==> src/rtl/lfsr_pkg.sv <==
// Shared constants for the LFSR generator and its downstream sampler.
package lfsr_pkg;
    localparam int              LFSR_W       = 10;
    localparam logic [9:0]      LFSR_SEED    = 10'h26E;
    localparam int              SAMPLE_LIMIT = 1000;
    localparam int              SAMPLE_DEPTH = 4;
    localparam int              CNT_W        = 16;

    // Counters stick at all-ones instead of wrapping.
    function automatic logic [CNT_W-1:0] sat_inc(input logic [CNT_W-1:0] v);
        return (&v) ? v : v + CNT_W'(1);
    endfunction
endpackage

==> src/rtl/lfsr_sampler_if.sv <==
// Valid/ready stream carrying accepted random words out of the sampler.
interface lfsr_sampler_if #(
    parameter int WIDTH = 10
);
    logic [WIDTH-1:0] rnd_data;
    logic             rnd_valid;
    logic             rnd_ready;

    modport master (output rnd_data, output rnd_valid, input rnd_ready);
    modport slave  (input rnd_data, input rnd_valid, output rnd_ready);
endinterface

==> src/rtl/rnd_fifo.sv <==
// Synchronous first-word-fall-through FIFO; head is a pure function of registered state.
module rnd_fifo #(
    parameter int W     = 10,
    parameter int DEPTH = 4,
    localparam int AW   = $clog2(DEPTH),
    localparam int CW   = AW + 1
) (
    input  logic          clk,
    input  logic          rst,
    input  logic          push,
    input  logic [W-1:0]  wdata,
    input  logic          pop,
    output logic [W-1:0]  rdata,
    output logic          valid,
    output logic [CW-1:0] count
);
    logic [DEPTH-1:0][W-1:0] mem_q, mem_d;
    logic [AW-1:0]           wr_ptr_q, wr_ptr_d;
    logic [AW-1:0]           rd_ptr_q, rd_ptr_d;
    logic [CW-1:0]           count_q, count_d;
    logic                    do_push, do_pop;

    // Guard internally as well so the count can never over- or underflow.
    assign do_pop  = pop && (count_q != '0);
    assign do_push = push && ((count_q < CW'(DEPTH)) || do_pop);

    always_comb begin
        mem_d    = mem_q;
        wr_ptr_d = wr_ptr_q;
        rd_ptr_d = rd_ptr_q;
        count_d  = count_q;
        if (do_push) begin
            mem_d[wr_ptr_q] = wdata;
            wr_ptr_d        = wr_ptr_q + AW'(1);
        end
        if (do_pop) begin
            rd_ptr_d = rd_ptr_q + AW'(1);
        end
        case ({do_push, do_pop})
            2'b10:   count_d = count_q + CW'(1);
            2'b01:   count_d = count_q - CW'(1);
            default: count_d = count_q;
        endcase
    end

    always_ff @(posedge clk) begin
        if (rst) begin
            mem_q    <= '0;
            wr_ptr_q <= '0;
            rd_ptr_q <= '0;
            count_q  <= '0;
        end else begin
            mem_q    <= mem_d;
            wr_ptr_q <= wr_ptr_d;
            rd_ptr_q <= rd_ptr_d;
            count_q  <= count_d;
        end
    end

    assign rdata = mem_q[rd_ptr_q];
    assign valid = (count_q != '0);
    assign count = count_q;
endmodule

==> src/rtl/lfsr_sampler.sv <==
// Samples the LFSR word, keeps values below LIMIT in a small FIFO and counts periods and drops.
module lfsr_sampler
    import lfsr_pkg::*;
#(
    parameter int WIDTH = LFSR_W,
    parameter int LIMIT = SAMPLE_LIMIT,
    parameter int DEPTH = SAMPLE_DEPTH,
    localparam int CW   = $clog2(DEPTH) + 1
) (
    input  logic             clk,
    input  logic             rst,
    input  logic [WIDTH-1:0] lfsr_q,
    input  logic             lfsr_tick,
    input  logic             en,
    lfsr_sampler_if.master   rnd,
    output logic [CW-1:0]    fifo_count,
    output logic [CNT_W-1:0] period_cnt,
    output logic [CNT_W-1:0] drop_cnt
);
    // One extra bit lets LIMIT = 2**WIDTH accept every word.
    localparam logic [WIDTH:0] LIMIT_CMP = (WIDTH + 1)'(LIMIT);

    logic [WIDTH-1:0] s_data_q, s_data_d;
    logic             s_valid_q, s_valid_d;
    logic [CNT_W-1:0] period_cnt_q, period_cnt_d;
    logic [CNT_W-1:0] drop_cnt_q, drop_cnt_d;
    logic             in_range, push, pop, fifo_valid;
    logic [WIDTH-1:0] fifo_rdata;

    assign in_range = s_valid_q && ({1'b0, s_data_q} < LIMIT_CMP);
    assign pop      = fifo_valid && rnd.rnd_ready;
    assign push     = in_range && ((fifo_count < CW'(DEPTH)) || pop);

    always_comb begin
        s_valid_d    = en;
        s_data_d     = en ? lfsr_q : s_data_q;
        period_cnt_d = lfsr_tick ? sat_inc(period_cnt_q) : period_cnt_q;
        drop_cnt_d   = (in_range && !push) ? sat_inc(drop_cnt_q) : drop_cnt_q;
    end

    always_ff @(posedge clk) begin
        if (rst) begin
            s_valid_q    <= 1'b0;
            s_data_q     <= '0;
            period_cnt_q <= '0;
            drop_cnt_q   <= '0;
        end else begin
            s_valid_q    <= s_valid_d;
            s_data_q     <= s_data_d;
            period_cnt_q <= period_cnt_d;
            drop_cnt_q   <= drop_cnt_d;
        end
    end

    rnd_fifo #(
        .W     (WIDTH),
        .DEPTH (DEPTH)
    ) u_fifo (
        .clk   (clk),
        .rst   (rst),
        .push  (push),
        .wdata (s_data_q),
        .pop   (pop),
        .rdata (fifo_rdata),
        .valid (fifo_valid),
        .count (fifo_count)
    );

    assign rnd.rnd_data  = fifo_rdata;
    assign rnd.rnd_valid = fifo_valid;
    assign period_cnt    = period_cnt_q;
    assign drop_cnt      = drop_cnt_q;
endmodule

==> src/flat_wrapper.sv <==
// flat-port wrapper written by rule: the top's interface ports become plain ports
module lfsr_sampler_flat import lfsr_pkg::*;
#(
    parameter int WIDTH = LFSR_W,
    parameter int LIMIT = SAMPLE_LIMIT,
    parameter int DEPTH = SAMPLE_DEPTH,
    localparam int CW   = $clog2(DEPTH) + 1
)
  (clk, rst, lfsr_q, lfsr_tick, en, fifo_count, period_cnt, drop_cnt, rnd_rnd_data, rnd_rnd_valid, rnd_rnd_ready);
  lfsr_sampler_if #(.WIDTH(WIDTH)) rnd_i ();
  input  logic clk;
  input  logic rst;
  input  logic [WIDTH-1:0] lfsr_q;
  input  logic lfsr_tick;
  input  logic en;
  output logic [CW-1:0] fifo_count;
  output logic [CNT_W-1:0] period_cnt;
  output logic [CNT_W-1:0] drop_cnt;
  output wire logic [$bits(rnd_i.rnd_data)-1:0] rnd_rnd_data;
  output wire logic [$bits(rnd_i.rnd_valid)-1:0] rnd_rnd_valid;
  input wire logic [$bits(rnd_i.rnd_ready)-1:0] rnd_rnd_ready;
  assign rnd_rnd_data = rnd_i.rnd_data;
  assign rnd_rnd_valid = rnd_i.rnd_valid;
  assign rnd_i.rnd_ready = rnd_rnd_ready;
  lfsr_sampler #(.WIDTH(WIDTH), .LIMIT(LIMIT), .DEPTH(DEPTH)) u_core (.clk(clk), .rst(rst), .lfsr_q(lfsr_q), .lfsr_tick(lfsr_tick), .en(en), .rnd(rnd_i), .fifo_count(fifo_count), .period_cnt(period_cnt), .drop_cnt(drop_cnt));
endmodule
==> config.mk <==
export PLATFORM = sky130hd
export DESIGN_NAME = lfsr_sampler_flat
export DESIGN_NICKNAME = d
export VERILOG_FILES = /design/src/rtl/lfsr_pkg.sv /design/src/rtl/lfsr_sampler_if.sv /design/src/rtl/rnd_fifo.sv /design/src/rtl/lfsr_sampler.sv /design/src/flat_wrapper.sv
export SDC_FILE = /design/constraint.sdc
export NUM_CORES = 1
export LEC_CHECK = 0
export CAP_MARGIN = 20
export CORE_ASPECT_RATIO = 0.5
export CORE_MARGIN = 3
export CORE_UTILIZATION = 50
export CTS_BUF_LIST = sky130_fd_sc_hd__clkbuf_2 sky130_fd_sc_hd__clkbuf_4 sky130_fd_sc_hd__clkbuf_8
export DETAILED_ROUTE_END_ITERATION = 16
export PLACE_DENSITY = 0.77
export SYNTH_ARGS = -nofsm -noshare
export SYNTH_HDL_FRONTEND = slang
export SYNTH_SLANG_ARGS = --single-unit
export TNS_END_PERCENT = 50
==> constraint.sdc <==
create_clock -name clk -period 3.97 [get_ports clk]
set_input_delay 0.794 -clock clk [delete_from_list [all_inputs] [get_ports clk]]
set_output_delay 0.794 -clock clk [all_outputs]
set_load 0.01 [all_outputs]
* Yosys cells after proc, flatten, opt, wreduce, memory -nomap -nowiden
Cells that the tools add are included. W data, S select, Z words.
Cells by class: add/sub/neg operators 6, magnitude comparators 5, equality and inequality tests 2, multiplexer cells 6, bitwise logic cells 2, reduce and logical (&&, ||, !) cells 16
Operators by type and width (number):
- $bwmux W40 | 1
- $add A16 B1 Y16 const B | 2
- $reduce_and A16 Y1 | 2
- $bmux W10 S2 | 1
- $demux W10 S2 | 1
- $mux W10 | 2
- $lt A10 B10 Y1 const B | 1
- $logic_and A1 B1 Y1 | 7
- $lt A2 B3 Y1 const B | 2
- $pmux W3 S2 | 1
- $add A2 B1 Y2 const B | 2
- $reduce_and A2 Y1 | 2
- $add A3 B1 Y3 const B | 1
- $lt A3 B3 Y1 const B | 1
- $reduce_bool A3 Y1 | 1
- $sub A3 B1 Y3 const B | 1
- $eq A2 B1 Y1 const B | 1
- $eq A2 B2 Y1 const B | 1
- $ge A2 B1 Y1 const B | 1
- $logic_or A1 B1 Y1 | 2
- $not A1 Y1 | 2
- $reduce_bool A2 Y1 | 1
- $logic_not A1 Y1 | 1
Word-level totals: flip-flop bits (word level) 90, logic and storage cells 48

* Logic depth before layout (Yosys ltp)
Gate-level depths: netlist of the first run.
depth in word-level cells 7, gate-level depth with buffers 8

* By module
Synthesis of the first run repeated with hierarchy kept, for this count alone.
Second synthesis, totals: cell total of the unflattened synthesis 424, area, all modules 4320.4 sq um
Modules (own cells, without submodules):
- rnd_fifo | instances 1, cells an instance 203, area an instance 2252.2 sq um, seq. area each 940.9 sq um
- lfsr_sampler | instances 1, cells an instance 221, area an instance 2068.2 sq um, seq. area each 860.8 sq um

* Least setup slack after synthesis of the first run
OpenSTA, ideal clock, no wires.
kind input port to flip-flop, from input rnd_rnd_ready, to register u_core.u_fifo.count_q[2] (netlist: u_core.u_fifo.count[2]), arrival 2362 ps, required time 3900 ps, setup slack 1538 ps, cell stages on the path 8, path through nand2b_1 -> o211ai_1 -> ha_1 -> inv_1 -> fa_1 -> xor2_1 -> or3_1 -> a21oi_1
Between the ends: word-level cells in the longest chain between the ends 6, elaborated cells on any way between the ends 10, classes of those cells 2 x eq/ne; 1 x mux; 7 x reduce/logical
Ends and longest elaborated chain:
- start: declaration | line flat_wrapper.sv:21 | input wire logic [$bits(rnd_i.rnd_ready)-1:0] rnd_rnd_ready;
- $logic_and A1 B1 Y1 (*) | line lfsr_sampler.sv:31 | assign pop = fifo_valid && rnd.rnd_ready;
- $logic_or A1 B1 Y1 or $logic_and A1 B1 Y1 (tied branches) | line lfsr_sampler.sv:32, rnd_fifo.sv:24
- $logic_and A1 B1 Y1 or $logic_or A1 B1 Y1 (tied branches) | line lfsr_sampler.sv:32, rnd_fifo.sv:25
- $logic_and A1 B1 Y1 | line rnd_fifo.sv:25 | assign do_push = push && ((count_q < CW'(DEPTH)) || do_pop);
- $eq A2 B1 Y1 or $eq A2 B2 Y1 (tied branches) | line rnd_fifo.sv:39 | case ({do_push, do_pop})
- $pmux W3 S2 or $reduce_bool A2 Y1 (tied branches)
- end signal: assignment | line rnd_fifo.sv:56 | count_q <= count_d;
- end: declaration | line rnd_fifo.sv:20 | logic [CW-1:0] count_q, count_d;
Mark *: on every way between the ends. The rest lies on a longest branch, timed or not. A chain may end at the register's enable or synchronous reset.

* Worst setup path after layout of the first run
from register u_core.u_fifo.rd_ptr_q[0], to output rnd_rnd_data[3]
Between the ends: word-level cells in the longest chain between the ends 2
Ends and longest elaborated chain:
- start: declaration | line rnd_fifo.sv:19 | logic [AW-1:0] rd_ptr_q, rd_ptr_d;
- start signal: assignment | line rnd_fifo.sv:55 | rd_ptr_q <= rd_ptr_d;
- $bmux W10 S2 | line rnd_fifo.sv:60 | assign rdata = mem_q[rd_ptr_q];
- $mux W10 (implied by the code) | line rnd_fifo.sv:60
- end: declaration | line flat_wrapper.sv:19 | output wire logic [$bits(rnd_i.rnd_data)-1:0] rnd_rnd_data;
No other way between the ends. The select of a mux whose other input is x is not followed.

==> run_results.csv, run 1 <==
group,metric,value,unit
outcome,outcome,"completed",
yosys,synth_nets,438,
cells_and_area,instances_no_fill,582,
worst_setup_path,end_kind,"output port",
sta,finalSetupViolations,0,
drt,drt.antenna.violating_nets,0,
global_route,grt-ovfl-total,0,
clock_network,cts_resized,0,
sta,final_period_minus_worst_setup_slack,3.07,ns
die,core-area,0.00765,mm²
worst_setup_path,arrival,2.28,ns
clock_network,cts.sinks,90,
yosys,seq_area_frac_synth,43.6,%
drt,drtIter0Drc,188,
drt,post_drt_wl_per_cell,14.5,µm
cells_and_area,fin_nets,493,
yosys,ys.flop_type,"dfxtp_1",
worst_setup_path,worstSetupStartpointType,"flop",
worst_setup_path,cp.required,3.18,ns
sta,rsz0062_at_grt,"no",
die,fp.dieH,70.3,µm
sta,relSlewSlack,42.5,%
yosys,avgSynthCellArea,9.95,µm²
clock_network,htreeDepth,3,
min_path,hold_path.class,"flop to flop",
yosys,synth_warnings,0,
sta,fin_skew,0.00941,ns
yosys,synthArstFlopShare,0,%
yosys,synth_edf_count,0,
yosys,ys_types,45,
drt,firstDrtPassIters,5,
clock_network,cts_hold_buffers,0,
power_and_ir_drop,p_per_area,390,mW/mm²
yosys,syn_inst,415,
clock_network,cts_setup_buffers,0,
yosys,synthesis.area,0.00413,mm²
sta,whs,0.495,ns
cells_and_area,drive_above_1_share,9.28,%
drt,wl,8.43,mm
die,dieArea,0.00945,mm²
drt,vias,3269,
global_route,antenna_found_initial,0,
clock_network,cts_tree,"yes",
clock_network,clkTransAtPathRegs,0.09,ns
die,rows,22,
power_and_ir_drop,leakage,2.02,nW
sta,fin_tns_setup,0,ns
worst_setup_path,cp_max_fo,12,
placement,portBuffers,60,
sta,hold_viol_final,0,
drt,drc,0,
global_route,grt_max_degree,61,
placement,place_congestion,0.840,
cells_and_area,syn_to_final_growth,22.1,%
clock_network,numCtsBuffers,9,
global_route,grt_pass1_wl,14.4,mm
global_route,grt_pass1_vias,3003,
global_route,grt_usage,18.5,%
clock_network,clockBufferDepth,2,
cells_and_area,n_antenna_cell,0,
die,fp.dieW,135,µm
yosys,ys_ff_latch,90,
min_path,min_path_cells,2,
placement,hpwl,5.71,mm
worst_setup_path,r2r_cells,8,
clock_network,clock_latency,0.35,ns
sta,finalMaxSlewViolations,0,
job,max-cap-violations,0,
power_and_ir_drop,vdd_drop_max,0.206,mV
sta,tightest_slew,0.863,ns
sta,fin_crit_sh,77.4,%
placement,numPlacedInstances,566,
worst_setup_path,path_class,"flop to output port",
sta,clock.fmax,0.325,GHz
die,start_util,54.0,%
drt,via_per_inst,5.62,
die,ios,61,
clock_network,root_buffer,"clkbuf_8",
## cell type report
class / count / area [µm²]
fill: 680 / 2610
multi-input combinational: 296 / 2220
sequential: 90 / 1800
timing repair buffer: 64 / 638
clock buffer: 11 / 139
tap: 108 / 135
clock inverter: 4 / 77.6
inverter: 9 / 33.8
## path summary, 6_finish.rpt
check	from	to	slack, ns
worst min-delay path	u_core.u_fifo.mem_q[35]	u_core.u_fifo.mem_q[35]	0.50
worst max-delay path	u_core.u_fifo.rd_ptr_q[0]	rnd_rnd_data[3]	0.90
worst min register to register	u_core.u_fifo.mem_q[35]	u_core.u_fifo.mem_q[35]	0.50
worst max register to register	u_core.s_data_q[5]	u_core.u_fifo.count[2]	1.33
## flip-flops by register name (all words and copies together) (netlist names)
register                cells
u_core.s_valid_q            1
u_core.period_cnt          16
u_core.u_fifo.wr_ptr_q      2
u_core.u_fifo.count         3
u_core.u_fifo.rd_ptr_q      2
u_core.u_fifo.mem_q        40
u_core.drop_cnt            16
u_core.s_data_q            10
## logic make-up after synthesis
group	Yosys count	synth area share (%)
flip-flops	90	43.6
multiplexers	68	19.7
XOR/XNOR	6	1.27
buffers and inverters	29	3.03
adder cells (fa/ha/maj)	8	2.61
AND/OR/NAND/NOR	152	18.9
AO/OA/AOI/OAI	62	10.9
## critical path, stage by stage (launching register included)
cell             delay [ns]
dfxtp_1                0.81
mux4_2                 0.61
clkdlybuf4s50_1        0.50
## layout by cell type (no fill, tap or decap), types with 5 or more instances in the layout
cell             instances
dfxtp_1                 90
nor2_1                  67
clkdlybuf4s50_1         59
mux2i_1                 53
a21oi_1                 21
nand2_1                 14
o31ai_1                 12
or4_1                   12
nand3_1                 11
mux4_2                  10
nand4_1                 10
o21ai_0                 10
inv_1                    9
clkbuf_8                 9
or3_1                    8
nor2b_1                  7
nor4_1                   7
ha_1                     7
mux2_2                   5
## report_power, final
| part | switching [mW] | internal [mW] | total (mW) |
|---|---|---|---|
| Sequential | 0.0709 | 0.935 | 1.01 |
| Combinational | 0.122 | 0.158 | 0.281 |
| Clock | 0.312 | 0.368 | 0.679 |
## cell usage after synthesis (all sizes together) (10+ instances only)
| master | instances | share of area [%] |
|---|---|---|
| clkbuf | 10 | 0.91 |
| buf | 10 | 1.3 |
| o31ai | 12 | 2.2 |
| nor2 | 67 | 6.1 |
| dfxtp | 90 | 44 |
| or4 | 12 | 2.2 |
| mux2i | 53 | 13 |
| a21oi | 21 | 2.5 |
| mux4 | 10 | 5.5 |
| o21ai | 10 | 1.2 |
| nand4 | 11 | 1.8 |
| nand2 | 14 | 1.3 |
| nand3 | 11 | 1.3 |
## per-stage QoR
| stage | instance area [µm²] | total power [mW] | util, % | setup slack (ns) |
|---|---|---|---|---|
| final | 5040 | 1.97 | 65.9 | 0.896 |
| after global routing | 5040 | 2.06 | 65.9 | 0.762 |
| after CTS | 5030 | 1.99 | 65.8 | 0.843 |
| after detailed placement | 4820 | 1.31 | 62.9 | 0.877 |
| after global placement | 4820 | 1.31 | 62.9 | 0.957 |
| after floorplan | 4130 | 1.20 | - | 1.54 |
## per-layer routing
metal / share of wire, % / global-route usage (%) / vias to the layer above / wire (µm)
li1: - / - / 1647 / -
met2: 45 / 28.5 / 52 / 3790
met3: 4.4 / 5.47 / 7 / 373
met5: 0 / 0 / - / 0
met4: 0.85 / 4.63 / 0 / 72
met1: 50 / 25.7 / 1563 / 4190
No activity file was read; power rests on OpenSTA's default activity.
==> inputs of run 2 (changes only) <==
Clock period 3.97 ns to 3.1 ns, I/O delays scaled along.
==> run 2 against run 1 <==
Clock power rose by 7.5%. Critical path depth did not move. Die area is the same. Sequential cell count unchanged. Largest cell class unchanged.
==> run_results.csv, run 2 (synthesis gave the netlist of run 1 again) <==
group,metric,value,unit
clock_network,clock_latency,0.36,ns
sta,final_period_minus_worst_setup_slack,2.80,ns
sta,fin_tns_setup,0,ns
global_route,grt-ovfl-total,0,
placement,numPlacedInstances,573,
global_route,grt_pass1_wl,15.0,mm
power_and_ir_drop,pwr-share-comb,16.3,%
cells_and_area,instances_no_fill,589,
outcome,outcome,"completed",
cells_and_area,drive_above_1_share,10.2,%
die,fp.dieH,70.3,µm
sta,finalMaxSlewViolations,0,
global_route,grt_pass1_vias,3104,
global_route,antenna_found_initial,0,
clock_network,cts_tree,"yes",
die,fp.dieW,135,µm
cells_and_area,final_core_util,65.6,%
clock_network,cts_resized,0,
worst_setup_path,arrival,2.18,ns
drt,via_per_inst,5.60,
drt,drc,0,
power_and_ir_drop,switchingPower,0.672,mW
global_route,grt_max_degree,38,
cells_and_area,fillers,663,
sta,fin_skew,0.00883,ns
drt,vias,3298,
cells_and_area,top_register,"u_core.u_fifo.mem_q",
worst_setup_path,crit_slowest_cell,"dfxtp_1",
worst_setup_path,worstPathCellList,"mux4_2 -> clkdlybuf4s50_1",
drt,drt.antenna.violating_nets,0,
placement,hpwl,5.91,mm
clock_network,cts_hold_buffers,0,
cells_and_area,syn_to_final_growth,21.6,%
placement,portBuffers,60,
die,dieArea,0.00945,mm²
worst_setup_path,path_class,"flop to output port",
job,max-cap-violations,0,
power_and_ir_drop,p_total,2.40,mW
power_and_ir_drop,p_per_area,478,mW/mm²
worst_setup_path,end_kind,"output port",
sta,hold_viol_final,0,
clock_network,cts.sinks,90,
clock_network,clockBufferDepth,2,
worst_setup_path,cp.required,2.48,ns
min_path,hold_path.class,"flop to flop",
die,core-area,0.00765,mm²
clock_network,numCtsBuffers,9,
drt,post_drt_wl_per_cell,14.6,µm
worst_setup_path,cp_max_fo,9,
power_and_ir_drop,p_seq_share,53.3,%
sta,clock.fmax,0.357,GHz
cells_and_area,fin_nets,499,
drt,firstDrtPassIters,4,
placement,place_congestion,0.818,
sta,fin_crit_sh,90.4,%
cells_and_area,n_antenna_cell,0,
power_and_ir_drop,power.share.clock,30.4,%
clock_network,cts_setup_buffers,0,
cells_and_area,multi_input_area,0.00220,mm²
sta,finalSetupViolations,0,
global_route,grt_usage,19.5,%
power_and_ir_drop,leakage,2.01,nW
worst_setup_path,path_buf_inv,1,
cells_and_area,final_common_cell,"dfxtp_1",
die,rows,22,
power_and_ir_drop,swShare,28.0,%
drt,wl,8.62,mm
worst_setup_path,cp_top_family,"flip-flops",
sta,tightest_slew,0.691,ns
drt,drtIter0Drc,160,
worst_setup_path,worstSetupStartpointType,"flop",
worst_setup_path,critical_path.max_stage_delay,0.72,ns
power_and_ir_drop,intPower,1.73,mW
sta,rsz0062_at_grt,"no",
power_and_ir_drop,vdd_drop_max,0.313,mV
cells_and_area,regArea,0.00180,mm²
sta,relSlewSlack,53.8,%
clock_network,htreeDepth,3,
clock_network,clkTransAtPathRegs,0.09,ns
die,start_util,54.0,%
cells_and_area,largest_reg_flops,40,
clock_network,root_buffer,"clkbuf_8",
die,ios,61,
cells_and_area,layout.cells.most_common_list,"dfxtp_1, nor2_1, clkdlybuf4s50_1",
[run 2: path summary, 6_finish.rpt]
kind | cells past startpoint | end | slack, ns | from
max reg2reg | 8 | u_core.u_fifo.count[2] | 0.57 | u_core.s_data_q[7]
min reg2reg | 2 | u_core.u_fifo.mem_q[29] | 0.50 | u_core.u_fifo.mem_q[29]
max | 2 | rnd_rnd_data[2] | 0.30 | u_core.u_fifo.rd_ptr_q[0]
min | 2 | u_core.u_fifo.mem_q[29] | 0.50 | u_core.u_fifo.mem_q[29]
[run 2: power groups by stage]
stage	logic, mW	clock network [mW]	registers [mW]
after CTS	0.395	0.757	1.28
after global routing	0.433	0.803	1.29
after global placement	0.385	0	1.30
final	0.391	0.730	1.28
after floorplan	0.258	0	1.27
after detailed placement	0.393	0	1.31
[run 2: cell type report]
cell class	instances	area share [%]
multi-input cells	296	43.9
flip-flops and latches	90	35.9
repair buffers	70	13.4
clock buffers	11	2.77
well taps	108	2.69
clock inverters	5	0.772
inverters	9	0.673
[run 2: worst reg2reg max path, delay by kind of cell, from the launching register on]
| family | cells | cell delay [ns] |
|---|---|---|
| AND/OR/NAND/NOR | 2 | 0.60 |
| XOR/XNOR | 1 | 0.16 |
| AO/OA/AOI/OAI | 2 | 0.58 |
| buffers and inverters | 1 | 0.06 |
| adder cells (fa/ha/maj) | 2 | 0.63 |
| flip-flops | 1 | 0.44 |
[run 2: metrics by stage]
step           hold WS, ns  setup WS [ns]  instance area (µm²)
6_report             0.498          0.299                 5020
5_1_grt              0.523          0.169                 5020
4_1_cts              0.502          0.247                 5020
3_5_place_dp         0.479          0.238                 4840
3_3_place_gp         0.469          0.302                 4840
2_1_floorplan        0.458          0.842                 4130
[run 2: routing by layer]
layer / vias to the layer above / track usage, % / part of all wire (%)
li1: 1663 / - / -
met3: 8 / 6.33 / 3.9
met5: - / 0 / 0
met1: 1571 / 25.5 / 49
met4: 0 / 5.19 / 1.0
met2: 56 / 31.1 / 46
